$ cat src/rtl/mem_stage.sv
// Memory stage: picks the highest ready load/store slot, runs one bus transaction, then stamps the slot.
// Latency: store 3 cycles, load 4 cycles minimum; mem_req holds until mem_gnt, WAIT holds until mem_rvalid.
module mem_stage #(
  parameter int NSLOT  = 8,
  parameter int INSN_W = 88,
  parameter int AW     = 32
) (
  input  logic                    clk,
  input  logic                    rst_n,
  input  logic [3*NSLOT-1:0]      reg_start_flat,
  input  logic [INSN_W*NSLOT-1:0] reg_out_flat,
  output logic [3*NSLOT-1:0]      stamp_flat,
  output logic [NSLOT-1:0]        stamp_in,
  output logic [4:0]              reg_search_out10,
  input  logic [31:0]             reg_out10,
  output logic [4:0]              reg_search_out11,
  input  logic [31:0]             reg_out11,
  output logic [4:0]              reg_search_in10,
  output logic [31:0]             reg_in10,
  output logic                    reg_in10_start,
  output logic                    mem_req,
  output logic                    mem_we,
  output logic [AW-1:0]           mem_addr,
  output logic [3:0]              mem_be,
  output logic [31:0]             mem_wdata,
  input  logic                    mem_gnt,
  input  logic                    mem_rvalid,
  input  logic [31:0]             mem_rdata,
  output logic                    busy,
  output logic                    err
);
  localparam int IDXW = (NSLOT > 1) ? $clog2(NSLOT) : 1;

  localparam logic [1:0] IDLE = 2'd0;
  localparam logic [1:0] REQ  = 2'd1;
  localparam logic [1:0] WAIT = 2'd2;
  localparam logic [1:0] DONE = 2'd3;

  localparam logic [5:0] OP_LW = 6'b001010;
  localparam logic [5:0] OP_SW = 6'b001011;
  localparam logic [5:0] OP_LB = 6'b001100;
  localparam logic [5:0] OP_SB = 6'b001101;

  logic [1:0]        state_q, state_d;
  logic [IDXW-1:0]   idx_q, sel;
  logic              found;
  logic [INSN_W-1:0] sel_slot;
  logic [5:0]        sel_op, op_i;
  logic [15:0]       sel_imm;
  logic              sel_load, sel_byte, sel_mis;
  logic [AW-1:0]     addr_calc;
  logic [3:0]        be_calc;
  logic [31:0]       wdata_calc;
  logic              load_q, byte_q, mis_q;
  logic [4:0]        rd_q;
  logic [2:0]        st_q;
  logic [AW-1:0]     addr_q;
  logic [3:0]        be_q;
  logic [31:0]       wdata_q, result_q;
  logic [7:0]        rbyte;
  logic              unused_bits;

  // Highest-indexed eligible slot wins because later iterations overwrite earlier ones.
  always_comb begin
    found = 1'b0;
    sel   = '0;
    op_i  = '0;
    for (int i = 0; i < NSLOT; i++) begin
      op_i = reg_out_flat[i*INSN_W+82 +: 6];
      if ((op_i == OP_LW || op_i == OP_SW || op_i == OP_LB || op_i == OP_SB) &&
          reg_start_flat[i*3 +: 3] == 3'b010) begin
        found = 1'b1;
        sel   = IDXW'(i);
      end
    end
  end

  assign sel_slot         = reg_out_flat[sel*INSN_W +: INSN_W];
  assign sel_op           = sel_slot[87:82];
  assign sel_imm          = sel_slot[66:51];
  assign reg_search_out10 = sel_slot[81:77];
  assign reg_search_out11 = sel_slot[71:67];
  assign sel_load         = (sel_op == OP_LW) || (sel_op == OP_LB);
  assign sel_byte         = (sel_op == OP_LB) || (sel_op == OP_SB);
  assign addr_calc        = sel_byte ? AW'(reg_out10)
                                     : AW'(reg_out10) + {{(AW-16){sel_imm[15]}}, sel_imm};
  assign sel_mis          = !sel_byte && (addr_calc[1:0] != 2'b00);
  assign be_calc          = sel_byte ? (4'b0001 << addr_calc[1:0]) : 4'b1111;
  assign wdata_calc       = sel_byte ? {4{reg_out11[7:0]}} : reg_out11;
  assign unused_bits      = ^{reg_out_flat, sel_slot};

  always_comb begin
    state_d = state_q;
    case (state_q)
      IDLE:    if (found) state_d = sel_mis ? DONE : REQ;
      REQ:     if (mem_gnt) state_d = load_q ? WAIT : DONE;
      WAIT:    if (mem_rvalid) state_d = DONE;
      default: state_d = IDLE;
    endcase
  end

  assign rbyte = mem_rdata[addr_q[1:0]*8 +: 8];

  always_ff @(posedge clk or negedge rst_n) begin
    if (!rst_n) begin
      state_q  <= IDLE;
      idx_q    <= '0;
      load_q   <= 1'b0;
      byte_q   <= 1'b0;
      mis_q    <= 1'b0;
      rd_q     <= '0;
      st_q     <= '0;
      addr_q   <= '0;
      be_q     <= '0;
      wdata_q  <= '0;
      result_q <= '0;
    end else begin
      state_q <= state_d;
      if (state_q == IDLE && found) begin
        idx_q   <= sel;
        load_q  <= sel_load;
        byte_q  <= sel_byte;
        mis_q   <= sel_mis;
        rd_q    <= reg_search_out11;
        st_q    <= reg_start_flat[sel*3 +: 3];
        addr_q  <= addr_calc;
        be_q    <= be_calc;
        wdata_q <= wdata_calc;
      end
      if (state_q == WAIT && mem_rvalid)
        result_q <= byte_q ? {{24{rbyte[7]}}, rbyte} : mem_rdata;
    end
  end

  assign busy            = (state_q != IDLE);
  assign mem_req         = (state_q == REQ);
  assign mem_we          = (state_q == REQ) && !load_q;
  assign mem_addr        = addr_q;
  assign mem_be          = be_q;
  assign mem_wdata       = wdata_q;
  assign err             = (state_q == DONE) && mis_q;
  assign reg_in10_start  = (state_q == DONE) && load_q && !mis_q;
  assign reg_in10        = result_q;
  assign reg_search_in10 = rd_q;
  assign stamp_in        = (state_q == DONE) ? (NSLOT'(1) << idx_q) : '0;

  always_comb begin
    stamp_flat = '0;
    if (state_q == DONE)
      stamp_flat[idx_q*3 +: 3] = mis_q ? 3'b111 : {st_q[2], 1'b1, st_q[0]};
  end
endmodule

$ cat config.mk
export PLATFORM = sky130hd
export DESIGN_NAME = mem_stage
export DESIGN_NICKNAME = d
export VERILOG_FILES = /design/src/rtl/mem_stage.sv
export SDC_FILE = /design/constraint.sdc
export NUM_CORES = 1
export LEC_CHECK = 0
export ABC_AREA = 1
export CORE_AREA = 2 2 386 388
export CTS_CLUSTER_DIAMETER = 100
export CTS_CLUSTER_SIZE = 25
export DETAILED_ROUTE_END_ITERATION = 16
export DIE_AREA = 0 0 388 390
export REMOVE_ABC_BUFFERS = 1
export SLEW_MARGIN = 20
export SYNTH_ARGS = -nofsm -noshare
export SYNTH_HDL_FRONTEND = slang
export SYNTH_SLANG_ARGS = --single-unit
$ cat constraint.sdc
create_clock -name clk -period 2.15 [get_ports clk]
set_input_delay 0.215 -clock clk [delete_from_list [all_inputs] [get_ports clk]]
set_output_delay 0.215 -clock clk [all_outputs]
set_load 0.02 [all_outputs]
==> results of run 1 <==
## kinds of logic after synthesis
| group | share of synthesized area [%] |
|---|---|
| AND/OR/NAND/NOR | 31.23 |
| adder cells (fa/ha/maj) | 5.661 |
| buffers and inverters | 7.468 |
| XOR/XNOR | 2.605 |
| flip-flops | 30.56 |
| AO/OA/AOI/OAI | 22.47 |
## synthesized netlist by cell type, drive strengths merged (7+ instances only)
cell type,n
nand2,383
nor2,194
a21oi,139
dfrtp,115
nand3,107
o21ai,101
inv,82
buf,46
ha,41
clkbuf,35
o211ai,26
a32o,18
xnor2,18
a31oi,17
nor3,15
o22ai,11
xor2,10
nand4,8
o21a,8
a21o,7
## timing repair
action                     CTS  global route
resized for setup          634           326
hold buffers                 1             0
pin swaps                  135           130
buffers inserted            77            66
cloned                       9            11
setup endpoints to repair  129           128
hold endpoints to repair    60             0
## cells in the final DEF (no fill, tap or decap), drive strengths merged, types with 3 or more instances in the layout
cell           synthesis  layout
a21oi                139     139
clkinv                 1       7
xor2                  10      10
nand3                107     107
o22ai                 11      11
or2                    3       3
dlygate4sd2            0      14
o211ai                26      26
dfrtp                115     115
o21bai                 3       3
clkdlybuf4s50          0     428
clkbuf                35      37
nor2                 194     194
a32o                  18      18
o21a                   8       8
nand2                383     383
inv                   82      81
nor3                  15      15
a31oi                 17      17
buf                   46     440
a21o                   7       7
diode                  0      21
o21ai                101     101
clkdlybuf4s15          0       9
nand4                  8       8
ha                    41      41
xnor2                 18      18
dlymetal6s2s           0      10
## critical path: cells and delay by family
family / cells / cell delay [ns]
xor gates and xnor gates: 1 / 0.09
buffers and inverters: 10 / 1.12
AOI/OAI and AO/OA: 5 / 0.76
adders and majority gates: 1 / 0.29
and+or+nand+nor: 15 / 1.47
## power by group through the flow
stage	Sequential, mW	Combinational, mW	Clock, mW
finish	3.96	10.8	2.98
floorplan	4.97	2.68	0
CTS	3.98	10.1	3.08
global placement	3.96	9.32	0
detailed placement	3.96	9.40	0
global route	4.09	11.5	3.14
## registers in the layout, indices dropped and copies added (netlist names)
signal / cells
idx_q: 3
mem_be: 4
mem_wdata: 32
mem_addr: 32
st_q: 2
reg_search_in10: 5
state_q: 2
reg_in10: 32
mis_q: 1
byte_q: 1
load_q: 1
## through the flow
| step | cell area (um^2) | util [%] |
|---|---|---|
| global route | 23560 | 16.01 |
| global placement | 19210 | 13.05 |
| finish | 23600 | 16.04 |
| floorplan | 9024 | - |
| CTS | 21790 | 14.81 |
| detailed placement | 19210 | 13.05 |
## area by class of cell
cell class              instances  share of cell area (%)
flip-flops and latches        115                   12.20
clock inverters                 9                  0.4400
inverters                      83                   1.617
diodes                         21                  0.2226
well taps                    1930                   10.23
repair buffers                920                   40.95
clock buffers                  21                   2.036
multi-input cells            1122                   32.31
## final timing paths
check / endpoint / from / slack [ns]
max: mem_addr[26] / reg_start_flat[11] / -1.42
min: mem_wdata[28] / rst_n / 0.26
max reg2reg: mem_wdata[23] / state_q[0] / 0.10
min reg2reg: reg_search_in10[3] / reg_search_in10[3] / 0.48
max in group asynchronous: mem_wdata[8] / rst_n / 1.13
min in group clk: mem_wdata[20] / reg_out11[20] / 0.28
## layer usage
layer / up-vias / global-route usage, %
li1: 6468 / -
met1: 6610 / 13.35
met2: 750 / 15.26
met3: 138 / 6.917
met4: 40 / 2.915
met5: - / 0
==> results.md, run 1 <==
- Clk_skew: 0.008022 ns
- Sw Ratio: 42.81%
- Non-Filler Instances: 4,221
- Worst Hold Slack: around 0.26 ns
- Most frequently used flop master after synthesis: dfrtp_1
- Layout area overhead: 150.7%
- First-pass GRT wire length: 110,600 um
- Relative slew slack: 47.87%
- Fin. Hold Viols: 0
- Deepest clock path buffer count: 2
- Switching power: 7.579 mW
- Reg area: 2879 um^2
- Post-route setup slack: -1.425 ns
- Layout fillers: 16,640
- Tightest Pin Transition: 0.7820 ns
- Final net count: 3,129
- Area fraction of the dominant cell type after synthesis: between 30% and 40%
- Synth top area cells: dfrtp_1 (31%), nand2_1 (15%), nor2_1 (7.7%)
- Vias in the first global route: 14,050
- Async SR Flop Fraction: 100.0%
- Number of enable flip-flop cells after synthesis: 0
- Initial antenna violation count: 53
- Routed len/inst: 20.84 um
- Pre-CTS setup slack: -3.299 ns
- MaxCap Viol Count: 0
- Critical path class: input port to flip-flop
- Startpoint Class: input port
- Row count: around 140
- Max Freq: ~280 MHz
- Vias: 14,010
- CP peak stage delay: 0.35 ns
- Sequential area share after synthesis: 30.56%
- Ports: 980
- VDD IR max: 0.7262 mV
- Core area: ~150,000 um^2
- Total Neg Setup Slack: -54.16 ns
- Grt ovf: 0
- Seq pwr share: 22.4%
- Die X-Extent: 388 um
- Critical Path End Type: flip-flop
- Slew Limit Fails: 0
- Total Power: 17.71 mW
- Routed met1 length: 38,560 um
- Worst Reg-to-Reg Cells: 9
- Cell taking the most area after synthesis: dfrtp_1
- Clock transition at path regs: 0.06 ns
- Met2 wire length: 34,700 um
- Total Die Area: approximately 150,000 um^2
- Flops & latches, synth: 115
- Yosys warns: 0
- Die span in y: 390 um
- DP Cell Count: ~4,000
- CP dominant cell by count: nand2_1
- Hpwl dp: 69,310 um
- Clock share of power: 16.8%
- # H-tree levels: 4
- DRT iter0 DRCs: 767
- Largest net degree at the start of global routing: 64
- Worst Hold Class: input port to async pin
- Crit path arrival time: 3.96 ns
- Detailed Routing Iterations Pass 1: 5
- Crit Path Max Fanout: 7
- Final number of setup-violating endpoints: 99
- RSZ-0062 raised after global routing: yes
- Outcome: finished with violations
- Area of the multi-input gates: 7626 um^2
- Post-Syn Area per Cell: 6.720 um^2
- Sink Count: between 100 and 150
- Period utilisation layout: 166.3%
- Share of cells above drive strength 1: 36.61%
- Pleak: 9.861 nW
- GPL Wtd Cong: around 0.91
- Total track usage: 10.79%
- DRC: 0
- Synthesized instance count: 1,401
- Initial Util: 6.399%
- Root buffer cell: clkbuf_16
- Int Power: 10.13 mW
- CTS tree: yes
- DR WL met3: 12,060 um
- Worst-skew pair later-pin latency: 0.51 ns
- Top Layer Used: met5
- Pwr dens: between 700 and 800 nW/um^2
- Post-detailed-route count of antenna-violating nets: 0
- Critical path required time: 2.54 ns
- Crit path max-delay cell type: a32o_2
- Failing checks: negative setup slack
- Yosys cell types: between 40 and 50
- Port Buffers: 531
- Num CTS Buffers: 17
- Post-layout min period: 3.575 ns
- DRT Wirelength: between 80,000 and 90,000 um
- Drt via density: roughly 3.3
- Comb pwr share: 60.8%
- Synth Cell Area: 9415 um^2
No activity file was read; power rests on OpenSTA's default activity.
==> run 2: changes to the inputs <==
--- a/config.mk
+++ b/config.mk
@@ -6,11 +6,11 @@
 export NUM_CORES = 1
 export LEC_CHECK = 0
 export ABC_AREA = 1
-export CORE_AREA = 2 2 386 388
+export CORE_AREA = 2 2 383 385
 export CTS_CLUSTER_DIAMETER = 100
 export CTS_CLUSTER_SIZE = 25
 export DETAILED_ROUTE_END_ITERATION = 16
-export DIE_AREA = 0 0 388 390
+export DIE_AREA = 0 0 385 387
 export REMOVE_ABC_BUFFERS = 1
 export SLEW_MARGIN = 20
 export SYNTH_ARGS = -nofsm -noshare
==> constraint.sdc (replaced) <==
create_clock -name clk -period 3.1 [get_ports clk]
set_input_delay 0.31 -clock clk [delete_from_list [all_inputs] [get_ports clk]]
set_output_delay 0.31 -clock clk [all_outputs]
set_load 0.02 [all_outputs]
==> run 2 against run 1 <==
Net effect: the flow still finishes with violations (negative setup slack); largest cell class unchanged; first-iteration DRC count is 17% lower; sequential power is 31% lower; combinational power is 35% lower; core utilization is 0.72 points lower; highest routed layer unchanged; clock-buffer cell count is 1 lower; cell area is 5.9% lower; die area is 1.5% lower.
==> results.md, run 2 (synthesis gave the netlist of run 1 again) <==
- DP Cell Count: 3,993 (-1.3%)
- CTS tree: yes
- Layout area overhead: 135.8%
- Total Power: 12.04 mW (-32%)
- Hpwl dp: 69,720 um (+0.60%)
- Fin. Hold Viols: 0 (unchanged)
- Pre-CTS setup slack: -1.974 ns (+1.324 ns)
- Outcome: finished with violations
- Clock transition at path regs: 0.06 ns (about the same)
- Highest-count cells in the layout ignoring fill and taps: clkdlybuf4s50_1 (454), nand2_1 (322), buf_4 (244)
- Post-detailed-route count of antenna-violating nets: 0 (unchanged)
- Core area: 144,900 um^2 (-1.5%)
- Most common cell after layout, fill and taps aside: clkdlybuf4s50_1
- Non-Filler Instances: 4,144 (-1.8%)
- Die span in y: 387 um (-0.77%)
- GPL Wtd Cong: 0.8771 (-3.1%)
- Pwr dens: 542.3 nW/um^2 (-28%)
- Post-route setup slack: -0.6652 ns (+0.7595 ns)
- Grt ovf: 0 (unchanged)
- Critical path class: input port to flip-flop
- Crit path arrival time: 4.19 ns (+0.23 ns)
- VDD IR max: 0.6718 mV (-7.5%)
- Clk_skew: 0.01088 ns (+0.002861 ns)
- Sink Count: 115 (unchanged)
- Largest net degree at the start of global routing: 53 (-17%)
- Drt via density: 3.293 (-0.76%)
- First-pass GRT wire length: 111,900 um (+1.1%)
- Post-layout min period: 3.765 ns
- Routed len/inst: 20.71 um (-0.61%)
- Die X-Extent: 385 um (-0.77%)
- Crit Path Max Fanout: 7 (unchanged)
- Total track usage: 11.07% (+0.28 points)
- R2R Setup Slk: 1.09 ns (+0.99 ns)
- Failing checks: negative setup slack
- Total Die Area: 149,000 um^2 (-1.5%)
- # H-tree levels: 4 (unchanged)
- Port Buffers: 531 (unchanged)
- Detailed Routing Iterations Pass 1: 5 (unchanged)
- DRT Wirelength: 85,830 um (-2.4%)
- Vias: 13,650 (-2.6%)
- Deepest clock path buffer count: 2 (unchanged)
- Critical Path End Type: flip-flop
- Worst-skew pair later-pin latency: 0.49 ns (-0.02 ns)
- Ports: 980 (unchanged)
- Max Freq: 265.6 MHz
- Period utilisation layout: 121.5%
- Startpoint Class: input port
- Initial Util: 6.499% (+0.10 points)
- RSZ-0062 raised after global routing: yes
- Worst Hold Slack: 0.3385 ns (+0.08245 ns)
- Vias in the first global route: 13,910 (-1.0%)
- Row count: 140 (-0.71%)
- Root buffer cell: clkbuf_16
- DRC: 0 (unchanged)
- Final number of setup-violating endpoints: 27 (-73%)
- Pleak: 9.219 nW (-6.5%)
- Share of cells above drive strength 1: 31.54% (-5.1 points)
- MaxCap Viol Count: 0 (unchanged)
- Final net count: 3,073 (-1.8%)
- Initial antenna violation count: 50 (-5.7%)
- DRT iter0 DRCs: 638 (-17%)
- Relative slew slack: 48.01% (+0.15 points)
- Num CTS Buffers: 17 (unchanged)
- Slew Limit Fails: 0 (unchanged)
- Critical path required time: 3.52 ns (+0.98 ns)
- Worst Hold Class: input port to async pin
- Tightest Pin Transition: 0.7798 ns (-0.002235 ns)
## run 2: worst paths after layout
| path | startpoint | to | cells after the start |
|---|---|---|---|
| min | rst_n | mem_wdata[31] | 2 |
| min in group clk | reg_out11[23] | mem_wdata[23] | 3 |
| max in group asynchronous | rst_n | idx_q[1] | 3 |
| max reg2reg | state_q[1] | mem_wdata[15] | 8 |
| min reg2reg | mem_wdata[3] | mem_wdata[3] | 2 |
| max | reg_out_flat[699] | mem_addr[24] | 28 |
## run 2: power by group
part	switching [mW]	leakage, nW	internal (mW)
combinational	3.73	7.51	3.23
clock	0.865	0.317	1.47
sequential	0.524	1.39	2.22
total	5.12	9.22	6.92
## run 2: layout make-up
class | count | area [um^2]
multi-input combinational | 1122 | 7355
clock buffer | 20 | 456.7
antenna | 11 | 27.53
sequential | 115 | 2880
timing repair buffer | 863 | 8518
inverter | 83 | 356.6
timing repair inverter | 1 | 6.256
tap | 1917 | 2399
clock inverter | 12 | 201.4
fill | 16410 | 122700
## run 2: timing repair
item / CTS / global route
endpoints found under the hold margin: 50 / 0
cloned: 9 / 1
pin swaps: 114 / 134
hold buffers: 1 / 0
gates resized for setup: 390 / 252
setup endpoints to repair: 91 / 53
setup buffers: 74 / 52
## run 2: through the flow
| stage | util (%) | TNS [ns] | cell area, um^2 |
|---|---|---|---|
| floorplan | - | -129.80 | 9024 |
| global placement | 12.95 | -80.22 | 18760 |
| detailed placement | 12.95 | -83.86 | 18760 |
| CTS | 14.65 | -9.211 | 21230 |
| global route | 15.31 | -14.20 | 22180 |
| finish | 15.32 | -10.18 | 22200 |
## run 2: critical path, cell delays in order
cell           delay (ns)
dlygate4sd2_1        0.27
o21a_1               0.20
nand3_2              0.09
buf_12               0.16
nand2_4              0.07
a21oi_4              0.22
buf_6                0.17
buf_16               0.13
a21oi_1              0.05
a32o_2               0.23
inv_2                0.05
o21ai_2              0.07
buf_4                0.14
fa_2                 0.39
o21ai_4              0.19
a21oi_2              0.08
buf_6                0.15
o21bai_4             0.14
a21oi_2              0.09
o21ai_1              0.23
a21boi_1             0.13
nor2_1               0.16
nand2_1              0.09
nand2_1              0.07
nand2_1              0.05
nand3_1              0.06
nand2_1              0.05
o21ai_1              0.12
## run 2: per-layer routing
layer / part of all wire, % / vias up / track usage, %
met5: 0.21 / - / 0
met1: 48 / 6483 / 14.98
met3: 11 / 131 / 5.047
li1: - / 6332 / -
met4: 3.4 / 28 / 3.615
met2: 38 / 672 / 15.31
==> run 3: changes to the inputs <==
--- a/config.mk
+++ b/config.mk
@@ -11,6 +11,7 @@
 export CTS_CLUSTER_SIZE = 25
 export DETAILED_ROUTE_END_ITERATION = 16
 export DIE_AREA = 0 0 385 387
+export PLACE_DENSITY = 0.32
 export REMOVE_ABC_BUFFERS = 1
 export SLEW_MARGIN = 20
 export SYNTH_ARGS = -nofsm -noshare
==> run 3 against run 2 <==
Net effect: the run still ends with negative setup slack left; setup slack better by 0.13 ns; clock-buffer cell count did not move; sequential power decreased by 2%; largest power group unchanged; core utilization down 0.68 points; critical path type unchanged; critical path depth fell by 1; non-clock buffer count down 54; combinational power down 3.3%; flip-flop and latch count is the same; register-to-register slack gained 0.04 ns; sequential share of layout area up 0.60 points; global-route usage is 0.34 points lower; die area stayed put.
==> results.md, run 3 (synthesis gave the netlist of run 1 again) <==
- Outcome: finished with violations
- Failing checks: negative setup slack
- Sw Ratio: 43.15% (+0.61 points)
- Worst Hold Class: input port to async pin
- Layout area overhead: 125.3%
- VDD IR max: 0.2786 mV (-59%)
- DRT Wirelength: 81,720 um (-4.8%)
- Die span in y: 387 um (unchanged)
- Seq pwr share: 23.4% (+0.6 points)
- Post-layout min period: 3.633 ns (-0.1322 ns)
- Core area: 144,900 um^2 (unchanged)
- Most common cell after layout, fill and taps aside: clkdlybuf4s50_1
- Die X-Extent: 385 um (unchanged)
- Vias: 12,750 (-6.6%)
- Slew Limit Fails: 0 (unchanged)
- Top Layer Used: met5
- Port Buffers: 531 (unchanged)
- Initial antenna violation count: 39 (-22%)
- First-pass GRT wire length: 109,400 um (-2.2%)
- Clock share of power: 17.9% (-1.5 points)
- Largest net degree at the start of global routing: 51 (-3.8%)
- Int Power: 6.531 mW (-5.6%)
- MaxCap Viol Count: 0 (unchanged)
- Routed len/inst: 19.99 um (-3.5%)
- Area of the multi-input gates: 7079 um^2 (-3.7%)
- Initial Util: 6.499% (unchanged)
- DR WL met3: 8636 um (-4.7%)
- Final number of setup-violating endpoints: 23 (-15%)
- Drt via density: 3.117 (-5.3%)
- Comb pwr share: 58.7% (+0.8 points)
- Hpwl dp: 67,900 um (-2.6%)
- Pwr dens: 541.7 nW/um^2 (about the same)
- RSZ-0062 raised after global routing: yes
- Total Power: 11.49 mW (-4.6%)
- Reg area: 2879 um^2 (about the same)
- Post-detailed-route count of antenna-violating nets: 0 (unchanged)
- Critical path class: input port to flip-flop
- Startpoint Class: input port
- Post-route setup slack: -0.5330 ns (+0.1322 ns)
- Clk_skew: 0.01153 ns (+0.0006446 ns)
- Num CTS Buffers: 17 (unchanged)
- Grt ovf: 0 (unchanged)
- Deepest clock path buffer count: 2 (unchanged)
- Clock transition at path regs: 0.06 ns (about the same)
- Fin util: 14.64% (-0.68 points)
- Critical path required time: 3.48 ns (-0.04 ns)
- Period utilisation layout: 117.2% (-4.3 points)
- CTS tree: yes
- Layout fillers: 16,620 (+1.3%)
- Row count: 140 (unchanged)
- Routed met1 length: 37,680 um (-7.8%)
- Total track usage: 10.73% (-0.34 points)
- Share of cells above drive strength 1: 27.43% (-4.1 points)
- Met2 wire length: 34,250 um (+4.4%)
- Final net count: 3,018 (-1.8%)
- Critical Path End Type: flip-flop
- DP Cell Count: 4,010 (+0.43%)
- Relative slew slack: 53.77% (+5.8 points)
- Total Die Area: 149,000 um^2 (unchanged)
- Worst Hold Slack: 0.3509 ns (+0.01240 ns)
- Tightest Pin Transition: 0.6935 ns (-0.08631 ns)
- Crit path max-delay cell type: a221oi_2
- Bufs and invs on worst path: 8 (+1)
- Highest-count cells in the layout ignoring fill and taps: clkdlybuf4s50_1 (454), nand2_1 (347), buf_4 (209)
- Fin. Hold Viols: 0 (unchanged)
- Crit path arrival time: 4.01 ns (-0.18 ns)
- Non-Filler Instances: 4,089 (-1.3%)
- # H-tree levels: 4 (unchanged)
- Vias in the first global route: 13,330 (-4.2%)
- Detailed Routing Iterations Pass 1: 6 (+1)
- Worst-skew pair later-pin latency: 0.50 ns (about the same)
- Pleak: 8.743 nW (-5.2%)
- Switching power: 4.958 mW (-3.2%)
- GPL Wtd Cong: 0.7672 (-13%)
- Crit-path leading delay family: simple AND/OR/NAND/NOR gates
- DRT iter0 DRCs: 490 (-23%)
- CP peak stage delay: 0.27 ns (-0.12 ns)
- Max Freq: 275.3 MHz (+3.6%)
- Root buffer cell: clkbuf_16
- Crit Path Max Fanout: 21 (+14)
- Ports: 980 (unchanged)
- Sink Count: 115 (unchanged)
- DRC: 0 (unchanged)
run 3: per-layer routing:
metal | vias to the layer above | global-route usage, %
met5 | - | 0
met4 | 34 | 2.372
met3 | 77 | 5.484
met2 | 467 | 15.62
met1 | 5946 | 13.96
li1 | 6223 | -
run 3: worst register-to-register path: stages (launching register included):
cell	delay [ns]
dfrtp_1	0.41
inv_1	0.10
ha_1	0.37
nand2_4	0.11
inv_2	0.15
nand2_2	0.17
buf_12	0.20
buf_4	0.18
o211ai_1	0.19
run 3: path summary, 6_finish.rpt:
check	startpoint	to	slack [ns]	depth (start not counted)
worst max-delay path	reg_out_flat[615]	mem_addr[31]	-0.53	27
worst min-delay path	rst_n	reg_in10[21]	0.35	2
worst max register to register	state_q[1]	mem_addr[12]	1.13	8
worst min register to register	mem_addr[31]	mem_addr[31]	0.48	2
max in group asynchronous	rst_n	mem_addr[7]	2.06	3
min in group clk	reg_out11[23]	mem_wdata[23]	0.37	3
run 3: final cells by class:
class / instances / area share (%)
Multi-Input combinational cell: 1122 / 33.38
Antenna cell: 14 / 0.1652
Tap cell: 1917 / 11.31
Clock inverter: 9 / 0.5132
Inverter: 83 / 1.628
Sequential cell: 115 / 13.57
Clock buffer: 20 / 2.153
Timing Repair Buffer: 809 / 37.28
run 3: power groups by stage:
stage	Combinational (mW)	Clock, mW	Sequential, mW
after floorplan	1.86	0	3.44
after global placement	6.46	0	2.72
after detailed placement	6.42	0	2.72
after CTS	6.74	2.19	2.71
after global routing	7.33	2.24	2.80
final	6.74	2.06	2.69
run 3: repair_timing:
| item | in CTS | in global routing |
|---|---|---|
| resized for setup | 398 | 182 |
| gates cloned | 6 | 1 |
| setup endpoints to repair | 82 | 67 |
| hold buffers | 1 | 0 |
| pin swaps | 90 | 91 |
| buffers inserted | 33 | 19 |
| endpoints found under the hold margin | 48 | 0 |
run 3: stage by stage:
stage | instance area (um^2) | TNS [ns] | worst slack (ns)
floorplan | 9024 | -129.80 | -1.983
global placement | 18870 | -107.95 | -2.547
detailed placement | 18870 | -104.86 | -2.456
CTS | 20520 | -9.856 | -0.6587
global route | 21190 | -12.33 | -0.7815
finish | 21210 | -8.045 | -0.5330
